File: src/rtl/nn_weight_loader.sv
// Byte-serial weight/bias loader: assembles host chunks into row words and
// drives the NN controller write port in fixed row order, then pulses nnReset.
`timescale 1ns/1ps

module nn_weight_loader #(
    parameter int CHUNK_WIDTH        = 8,
    parameter int WRITE_IN_BIT_WIDTH = 64,
    parameter int ADDR_WIDTH         = 10,
    parameter int L1_ROWS            = 6,
    parameter int L1_ROW_BITS        = 16,
    parameter int L2_ROWS            = 4,
    parameter int L2_ROW_BITS        = 40
) (
    input  logic                          masterClk,
    input  logic                          reset,
    input  logic                          start,
    input  logic [CHUNK_WIDTH-1:0]        chunkIn,
    input  logic                          chunkValid,
    output logic                          chunkReady,
    output logic                          weightWriteEnable,
    output logic                          biasWriteEnable,
    output logic                          LayerWriteSelect,
    output logic [ADDR_WIDTH-1:0]         WriteAddressSelect,
    output logic [WRITE_IN_BIT_WIDTH-1:0] writeIn,
    output logic                          busy,
    output logic                          loadDone,
    output logic                          nnReset
);

    localparam int C1          = (L1_ROW_BITS + CHUNK_WIDTH - 1) / CHUNK_WIDTH;
    localparam int C2          = (L2_ROW_BITS + CHUNK_WIDTH - 1) / CHUNK_WIDTH;
    localparam int CMAX        = (C1 > C2) ? C1 : C2;
    localparam int ASM_W       = CMAX * CHUNK_WIDTH;
    localparam int TOTAL_ROWS  = L1_ROWS + L2_ROWS + 2;
    localparam int L1_BIAS_ROW = L1_ROWS;
    localparam int L2_FIRST    = L1_ROWS + 1;
    localparam int L2_BIAS_ROW = TOTAL_ROWS - 1;
    localparam int ROW_W       = $clog2(TOTAL_ROWS + 1);
    localparam int CNT_W       = $clog2(CMAX + 1);

    typedef enum logic [1:0] {IDLE, COLLECT, WRITE, DONE} loaderState;

    loaderState state, nextState;

    logic [CNT_W-1:0]              chunkCount;
    logic [ROW_W-1:0]              rowCount;
    // Only the earlier chunks of a row are stored; the final chunk joins them on the fly.
    logic [ASM_W-CHUNK_WIDTH-1:0]  asmReg;
    logic [ASM_W-1:0]              asmNext;
    logic                          rowIsL2;
    logic                          rowIsBias;
    logic                          lastChunk;
    logic                          lastRow;
    logic                          accept;
    logic [CNT_W-1:0]              rowChunks;
    logic [ADDR_WIDTH-1:0]         rowAddr;
    logic [WRITE_IN_BIT_WIDTH-1:0] rowValue;

    always_comb begin
        rowIsL2   = rowCount >= ROW_W'(L2_FIRST);
        rowIsBias = (rowCount == ROW_W'(L1_BIAS_ROW)) || (rowCount == ROW_W'(L2_BIAS_ROW));
        rowChunks = rowIsL2 ? CNT_W'(C2) : CNT_W'(C1);
        lastChunk = chunkCount == (rowChunks - CNT_W'(1));
        lastRow   = rowCount == ROW_W'(L2_BIAS_ROW);
        accept    = chunkValid && chunkReady;
        asmNext   = {asmReg, chunkIn};
        if (rowIsBias) begin
            rowAddr = '0;
        end else if (rowIsL2) begin
            rowAddr = ADDR_WIDTH'(rowCount - ROW_W'(L2_FIRST));
        end else begin
            rowAddr = ADDR_WIDTH'(rowCount);
        end
        rowValue = rowIsL2 ? WRITE_IN_BIT_WIDTH'(asmNext[L2_ROW_BITS-1:0])
                           : WRITE_IN_BIT_WIDTH'(asmNext[L1_ROW_BITS-1:0]);
    end

    always_ff @(posedge masterClk or negedge reset) begin
        if (!reset) begin
            state <= IDLE;
        end else begin
            state <= nextState;
        end
    end

    always_comb begin
        nextState = state;
        case (state)
            IDLE:    if (start) nextState = COLLECT;
            COLLECT: if (accept && lastChunk) nextState = WRITE;
            WRITE:   nextState = lastRow ? DONE : COLLECT;
            DONE:    nextState = IDLE;
            default: nextState = IDLE;
        endcase
    end

    always_comb begin
        chunkReady        = 1'b0;
        weightWriteEnable = 1'b0;
        biasWriteEnable   = 1'b0;
        busy              = 1'b0;
        nnReset           = 1'b0;
        case (state)
            COLLECT: begin
                chunkReady = 1'b1;
                busy       = 1'b1;
            end
            WRITE: begin
                busy              = 1'b1;
                weightWriteEnable = !rowIsBias;
                biasWriteEnable   = rowIsBias;
            end
            DONE: begin
                busy    = 1'b1;
                nnReset = 1'b1;
            end
            default: ;
        endcase
    end

    // Write-port registers load on the edge entering WRITE and hold until the next row.
    always_ff @(posedge masterClk or negedge reset) begin
        if (!reset) begin
            chunkCount         <= '0;
            rowCount           <= '0;
            asmReg             <= '0;
            writeIn            <= '0;
            WriteAddressSelect <= '0;
            LayerWriteSelect   <= 1'b0;
            loadDone           <= 1'b0;
        end else begin
            case (state)
                IDLE: begin
                    if (start) begin
                        chunkCount <= '0;
                        rowCount   <= '0;
                        asmReg     <= '0;
                        loadDone   <= 1'b0;
                    end
                end
                COLLECT: begin
                    if (accept) begin
                        if (lastChunk) begin
                            chunkCount         <= '0;
                            asmReg             <= '0;
                            writeIn            <= rowValue;
                            WriteAddressSelect <= rowAddr;
                            LayerWriteSelect   <= rowIsL2;
                        end else begin
                            chunkCount <= chunkCount + CNT_W'(1);
                            asmReg     <= asmNext[ASM_W-CHUNK_WIDTH-1:0];
                        end
                    end
                end
                WRITE: begin
                    if (!lastRow) rowCount <= rowCount + ROW_W'(1);
                end
                DONE: begin
                    loadDone <= 1'b1;
                end
                default: ;
            endcase
        end
    end

endmodule

File: config.mk
export PLATFORM = sky130hd
export DESIGN_NAME = nn_weight_loader
export DESIGN_NICKNAME = d
export VERILOG_FILES = /design/src/rtl/nn_weight_loader.sv
export SDC_FILE = /design/constraint.sdc
export NUM_CORES = 1
export LEC_CHECK = 0
export BUFFER_PORTS_ARGS = -buffer_cell sky130_fd_sc_hd__buf_4
export CAP_MARGIN = 15
export CORE_MARGIN = 4
export CORE_UTILIZATION = 42
export DETAILED_ROUTE_END_ITERATION = 8
export PLACE_DENSITY = 0.65
export SLEW_MARGIN = 20
export SYNTH_ARGS = -nofsm -noshare
export SYNTH_HDL_FRONTEND = slang
export SYNTH_SLANG_ARGS = --single-unit
File: constraint.sdc
create_clock -name masterClk -period 4.65 [get_ports masterClk]
set_input_delay 0.465 -clock masterClk [delete_from_list [all_inputs] [get_ports masterClk]]
set_output_delay 0.465 -clock masterClk [all_outputs]
set_load 0.05 [all_outputs]
After elaboration in Yosys (flattened, before gate mapping)
Cells that the tools add are included.
{ "totals": {"register_bits": 117, "inputBits": 12, "out_inout_bits": 81} }
{ "op_classes": {"n_addsub": 4, "n_eq_ne": 10, "magnitude_cmp": 1, "n_mux": 26, "reduce_logical": 14} }
{ "op_table": {"columns": ["operator", "count"], "rows": [
  ["two-way mux 32 bit", 3],
  ["case mux 32 bit (2 select lines)", 1],
  ["two-way mux 40 bit", 1],
  ["two-way mux 10 bit", 2],
  ["two-way mux 3 bit", 4],
  ["AND reduction 3 bit", 3],
  ["two-way mux 4 bit", 2],
  ["inequality test 2 bit (second input constant)", 4],
  ["case mux 2 bit (4 select lines)", 1],
  ["case mux 4 bit (2 select lines)", 1],
  ["two-way mux 1 bit", 6],
  ["two-way mux 2 bit", 3],
  ["case mux 3 bit (2 select lines)", 1],
  ["nonzero test 2 bit", 3],
  ["subtractor 4 x 3 -> 5 bit (second input constant)", 1],
  ["adder 4 x 1 -> 4 bit (second input constant)", 1],
  ["== test 2 bit (second input constant)", 2],
  ["== test 4 x 3 -> 1 bit (second input constant)", 1],
  ["== test 4 bit (second input constant)", 1],
  ["greater-or-equal comparator 4 x 3 -> 1 bit (second input constant)", 1],
  ["AND reduction 2 bit", 2],
  ["adder 3 x 1 -> 3 bit (second input constant)", 1],
  ["== test 3 bit", 1],
  ["OR reduction 3 bit", 1],
  ["other kinds (7)", 8]
]} }

Logic depth before layout (Yosys ltp)
{ "logic_depth": {"depth_word": 7, "mapped_depth": 7, "ltp_nobuf": 6} }

Least setup slack after synthesis
OpenSTA, ideal clock, no wires.
{ "synth_timing": {"path_type": "register to output", "from": "reg rowCount[0]", "to": "out biasWriteEnable", "required_ns": 4.185, "stages_incl_launch_ff": 6, "path_slack_ns": 2.385, "arrival_time_ns": 1.800, "path_cell_list": "dfrtp_1 > inv_1 > ha_1 > nand2_1 > o21ai_0 > nor2b_1"} }
{ "synth_via": {"elab_chain_cells": 3} }
{ "synth_rtl": {"columns": ["element", "line", "source"], "rows": [
  ["from (decl)", "46", "logic [ROW_W-1:0] rowCount;"],
  ["from (signal assigned)", "156", "if (!lastRow) rowCount <= rowCount + ROW_W'(1);"],
  ["== test 4 x 3 -> 1 bit or == test 4 bit (tied branches)", "61", "rowIsBias = (rowCount == ROW_W'(L1_BIAS_ROW)) || (rowCount == ROW_W'(L2_BIAS_ROW));"],
  ["logical OR 1 bit (*)", "61", null],
  ["two-way mux 1 bit (*)", "103", "case (state)"],
  ["to (decl)", "21", "output logic biasWriteEnable,"]
]} }
Mark *: on every way between the ends. The rest lies on a longest branch, timed or not.

Worst setup path in the final report
{ "layout_timing": {"from": "reg rowCount[1]", "to": "reg writeIn[32]"} }
{ "layout_via": {"elab_chain_cells": 5} }
{ "layout_rtl": {"columns": ["element", "line", "source"], "rows": [
  ["greater-or-equal comparator 4 x 3 -> 1 bit (*)", "60", "rowIsL2 = rowCount >= ROW_W'(L2_FIRST);"],
  ["two-way mux 3 bit", "62", "rowChunks = rowIsL2 ? CNT_W'(C2) : CNT_W'(C1);"],
  ["subtractor 3 x 1 -> 3 bit", "63", "lastChunk = chunkCount == (rowChunks - CNT_W'(1));"],
  ["== test 3 bit", "63", null],
  ["AND reduction 3 bit (no line)", null, null],
  ["to (signal assigned)", "146", "writeIn <= rowValue;"],
  ["to (decl)", "24", "output logic [WRITE_IN_BIT_WIDTH-1:0] writeIn,"]
]} }
Marked as above.
A chain may end at the register's enable or synchronous reset.

==> key figures <==
Floorplanning
  – Die Wd: 103 um
  – I/O Pins: 93
  – Initial core utilization: a little over two fifths
  – Area of the die: between 10000 and 15000 sq um
  – Core area: between 8000 and 9000 sq um
  – Die height: roughly 100 um
  – Number of core rows: 34

Final layout
  – Ant diodes: 0
  – Nets: roughly 360
  – Layout cell share with drive strength beyond 1: between 30 and 40%
  – Area Growth Syn to Fin: 18.2%
  – Design area: 4460 sq um
  – Final std cells w/o fill: about 460

Timing
  – RSZ-0062 raised after global routing: no
  – Fin. max-slew vios: 0
  – Worst-margin pin slew: 1040 ps
  – Final hold vios: 0
  – Fmax: ~360 MHz
  – Final clock skew: a little under 9 ps
  – Fin crit period: roughly 2800 ps
  – Worst slew margin: a little under a third
  – Fin worst setup slack: approximately 1900 ps
  – Setup TNS: 0 ps
  – Period utilization: 59.3%
  – Setup violators final: 0

Worst setup path
  – Crit-path max FO: 33
  – Worst EP required: 4930 ps
  – CP Capture Type: flop
  – CP arrival: just over 3000 ps
  – Critical Path Source Type: flop
  – Kind of critical path: flop to flop

Route
  – Routed len/inst: 16.0 um
  – First-pass DRT Iterations: 4
  – # DRC: 0
  – Routed WL: ~7400 um
  – Initial DRC count: approximately 130
  – Via count: 2409
  – Final ANT Viol Nets: 0
  – Vias per inst: 5.25

Clock tree
  – CTS root buffer: clkbuf_8
  – Clk pin slew, worst setup/hold paths: around 90 ps
  – Cts bufs inserted: 9
  – Post-cts resize count: 0
  – Skew-Pair Late Insertion Delay: ~350 ps
  – Clock Sinks: 88
  – CTS tree: done
  – CTS max path bufs: 2
  – H-tree depth: 3

Global routing
  – First-pass GRT wire length: 12000 um
  – Vias in the first global route: around 2300
  – Global Route Usage Sum: between 10 and 15%
  – Largest net degree at the start of global routing: 71
  – Total congestion overflow: 0
  – Initial antenna violation count: 0

Placement
  – IO Port Bufs: between 60 and 70
  – Placed cell area: about 4200 sq um
  – Placer Congestion: a little under 0.8
  – Placed Cells: approximately 440
  – Pre-CTS setup slack: around 1900 ps
  – DP HPWL: between 4000 and 5000 um

Logic synthesis
  – Synth Register Bits: ~90
  – Distinct cells, synth: 42
  – Synthesized cell area: 3770 sq um
  – Synth top area cells: dfrtp_1 58%, a22o_1 7.4%, a22o_2 7.4%, buf_4 5.8%, mux2_2 5.4%
  – Async set or reset register ratio after synthesis: 100%
  – Synth warn: 0
  – Mean Syn Cell Area: ~13 sq um
  – Sequential cell area fraction in the yosys report: between 50% and 60%
  – Count leader, synth: dfrtp_1
  – EDFF count, synth: 0
  – Share of the synthesized area in the top cell type: about 60%
  – Yosys top cell by area: dfrtp_1
  – Post-Synth Adder-Cell Area: less than 1%
  – Largest family of logic cells by synthesized area: compound AO/OA/AOI/OAI gates
  – Most common flop cell mapped by yosys: dfrtp_1
  – Compound-Gate Fraction of Synth Area: roughly 20%
  – Mux contribution to synthesized area: ~5.9%
  – Gate Count Post-Synth: between 200 and 300
  – XOR/XNOR Fraction of Synth Area: 0%
  – Synth top cells by count: 88 x dfrtp_1, 32 x a22o_1, 29 x buf_4, 28 x a22o_2, 18 x mux2_2
  – Simple-Gate Fraction of Synth Area: ~4.4%

Power and ir drop
  – Tot Pwr: between 3 and 4 mW
  – Peak supply drop: just over 0.4 mV
  – Power per Cell Area: 686 nW/um^2
  – Lkg Pwr: between 2 and 2.5 nW

Hold path
  – Hold Crit Class: input pin to flop

Job
  – Max Cap Viol: 0

Outcome
  – Status: completed
==> state kept, by name, summed over array words and instances, names as in the netlist <==
name	flops
rowCount	4
WriteAddressSelect	5
writeIn	40
state	2
asmReg	32
LayerWriteSelect	1
loadDone	1
chunkCount	3
==> cells in the final DEF, fill, tap and decap left out, types with 2 or more instances in the layout <==
master / n
nor2b_1: 3
dfrtp_1: 88
nor4b_1: 2
mux2_2: 18
a22o_1: 32
mux2i_1: 2
a22o_2: 28
a211oi_1: 3
nor3_1: 2
inv_1: 11
o21ai_0: 7
conb_1: 24
clkbuf_1: 2
buf_4: 71
nor2_1: 7
o211a_1: 2
bufinv_16: 2
ha_1: 3
clkbuf_8: 10
nand2_1: 6
nand3b_1: 2
a21oi_1: 3
==> path summary, 6_finish.rpt <==
kind | startpoint | endpoint | slack, ps | depth (start not counted)
worst max-delay path | rowCount[1]$_DFFE_PN0P_ | writeIn[32]$_DFFE_PN0P_ | 1890 | 6
worst min-delay path | chunkIn[3] | asmReg[3]$_DFFE_PN0P_ | 340 | 2
worst max register to register | rowCount[1]$_DFFE_PN0P_ | writeIn[32]$_DFFE_PN0P_ | 1890 | 6
worst min register to register | LayerWriteSelect$_DFFE_PN0P_ | LayerWriteSelect$_DFFE_PN0P_ | 490 | 1
max in group asynchronous | reset | writeIn[7]$_DFFE_PN0P_ | 3010 | 3
min in group asynchronous | reset | WriteAddressSelect[1]$_DFFE_PN0P_ | 530 | 2
==> area by class of cell <==
type / instances / area, sq um
flip-flops and latches: 88 / 2200
inverters: 11 / 41.3
clock inverters: 4 / 76.3
clock buffers: 12 / 145
well taps: 108 / 135
repair buffers: 72 / 543
multi-input cells: 164 / 1320
fillers: 746 / 4260
==> kinds of logic after synthesis <==
logic type | Yosys count
other | 1
muxes | 20
buffers and inverters | 58
AOI/OAI and AO/OA | 87
and+or+nand+nor | 30
DFF | 88
adders and majority gates | 3
==> stage by stage <==
| step | utilization (%) | hold slack (ps) |
|---|---|---|
| after global routing | 51.1 | 332 |
| after CTS | 51.1 | 331 |
| after detailed placement | 48.5 | 356 |
| final | 51.1 | 344 |
| after global placement | 48.5 | 355 |
| after floorplan | - | 169 |
==> report_power, final <==
group	total [mW]	internal (mW)	switching, mW	leakage [nW]
combinational	1.26	0.461	0.795	0.957
clock	0.578	0.320	0.258	0.107
sequential	1.22	1.01	0.213	1.17
==> critical path: stages (launching register included) <==
cell and delay (ps):
dfrtp_1 480, ha_1 330, a211oi_2 400, nor4_1 140, o21ai_4 800, buf_4 360
a22o_1 170
==> routing by layer <==
layer / GRT usage [%] / share of wire (%) / up-vias
met5: 0 / 0 / -
met3: 4.33 / 8.0 / 9
met4: 5.38 / 1.3 / 0
li1: - / - / 1130
met2: 19.9 / 42 / 82
met1: 21.6 / 48 / 1188
==> timing repair <==
item | 4_1_cts | 5_1_grt
hold buffers | 1 | 0
endpoints found under the hold margin | 18 | 0
setup buffers | 0 | 0
No activity file was read; power rests on OpenSTA's default activity.
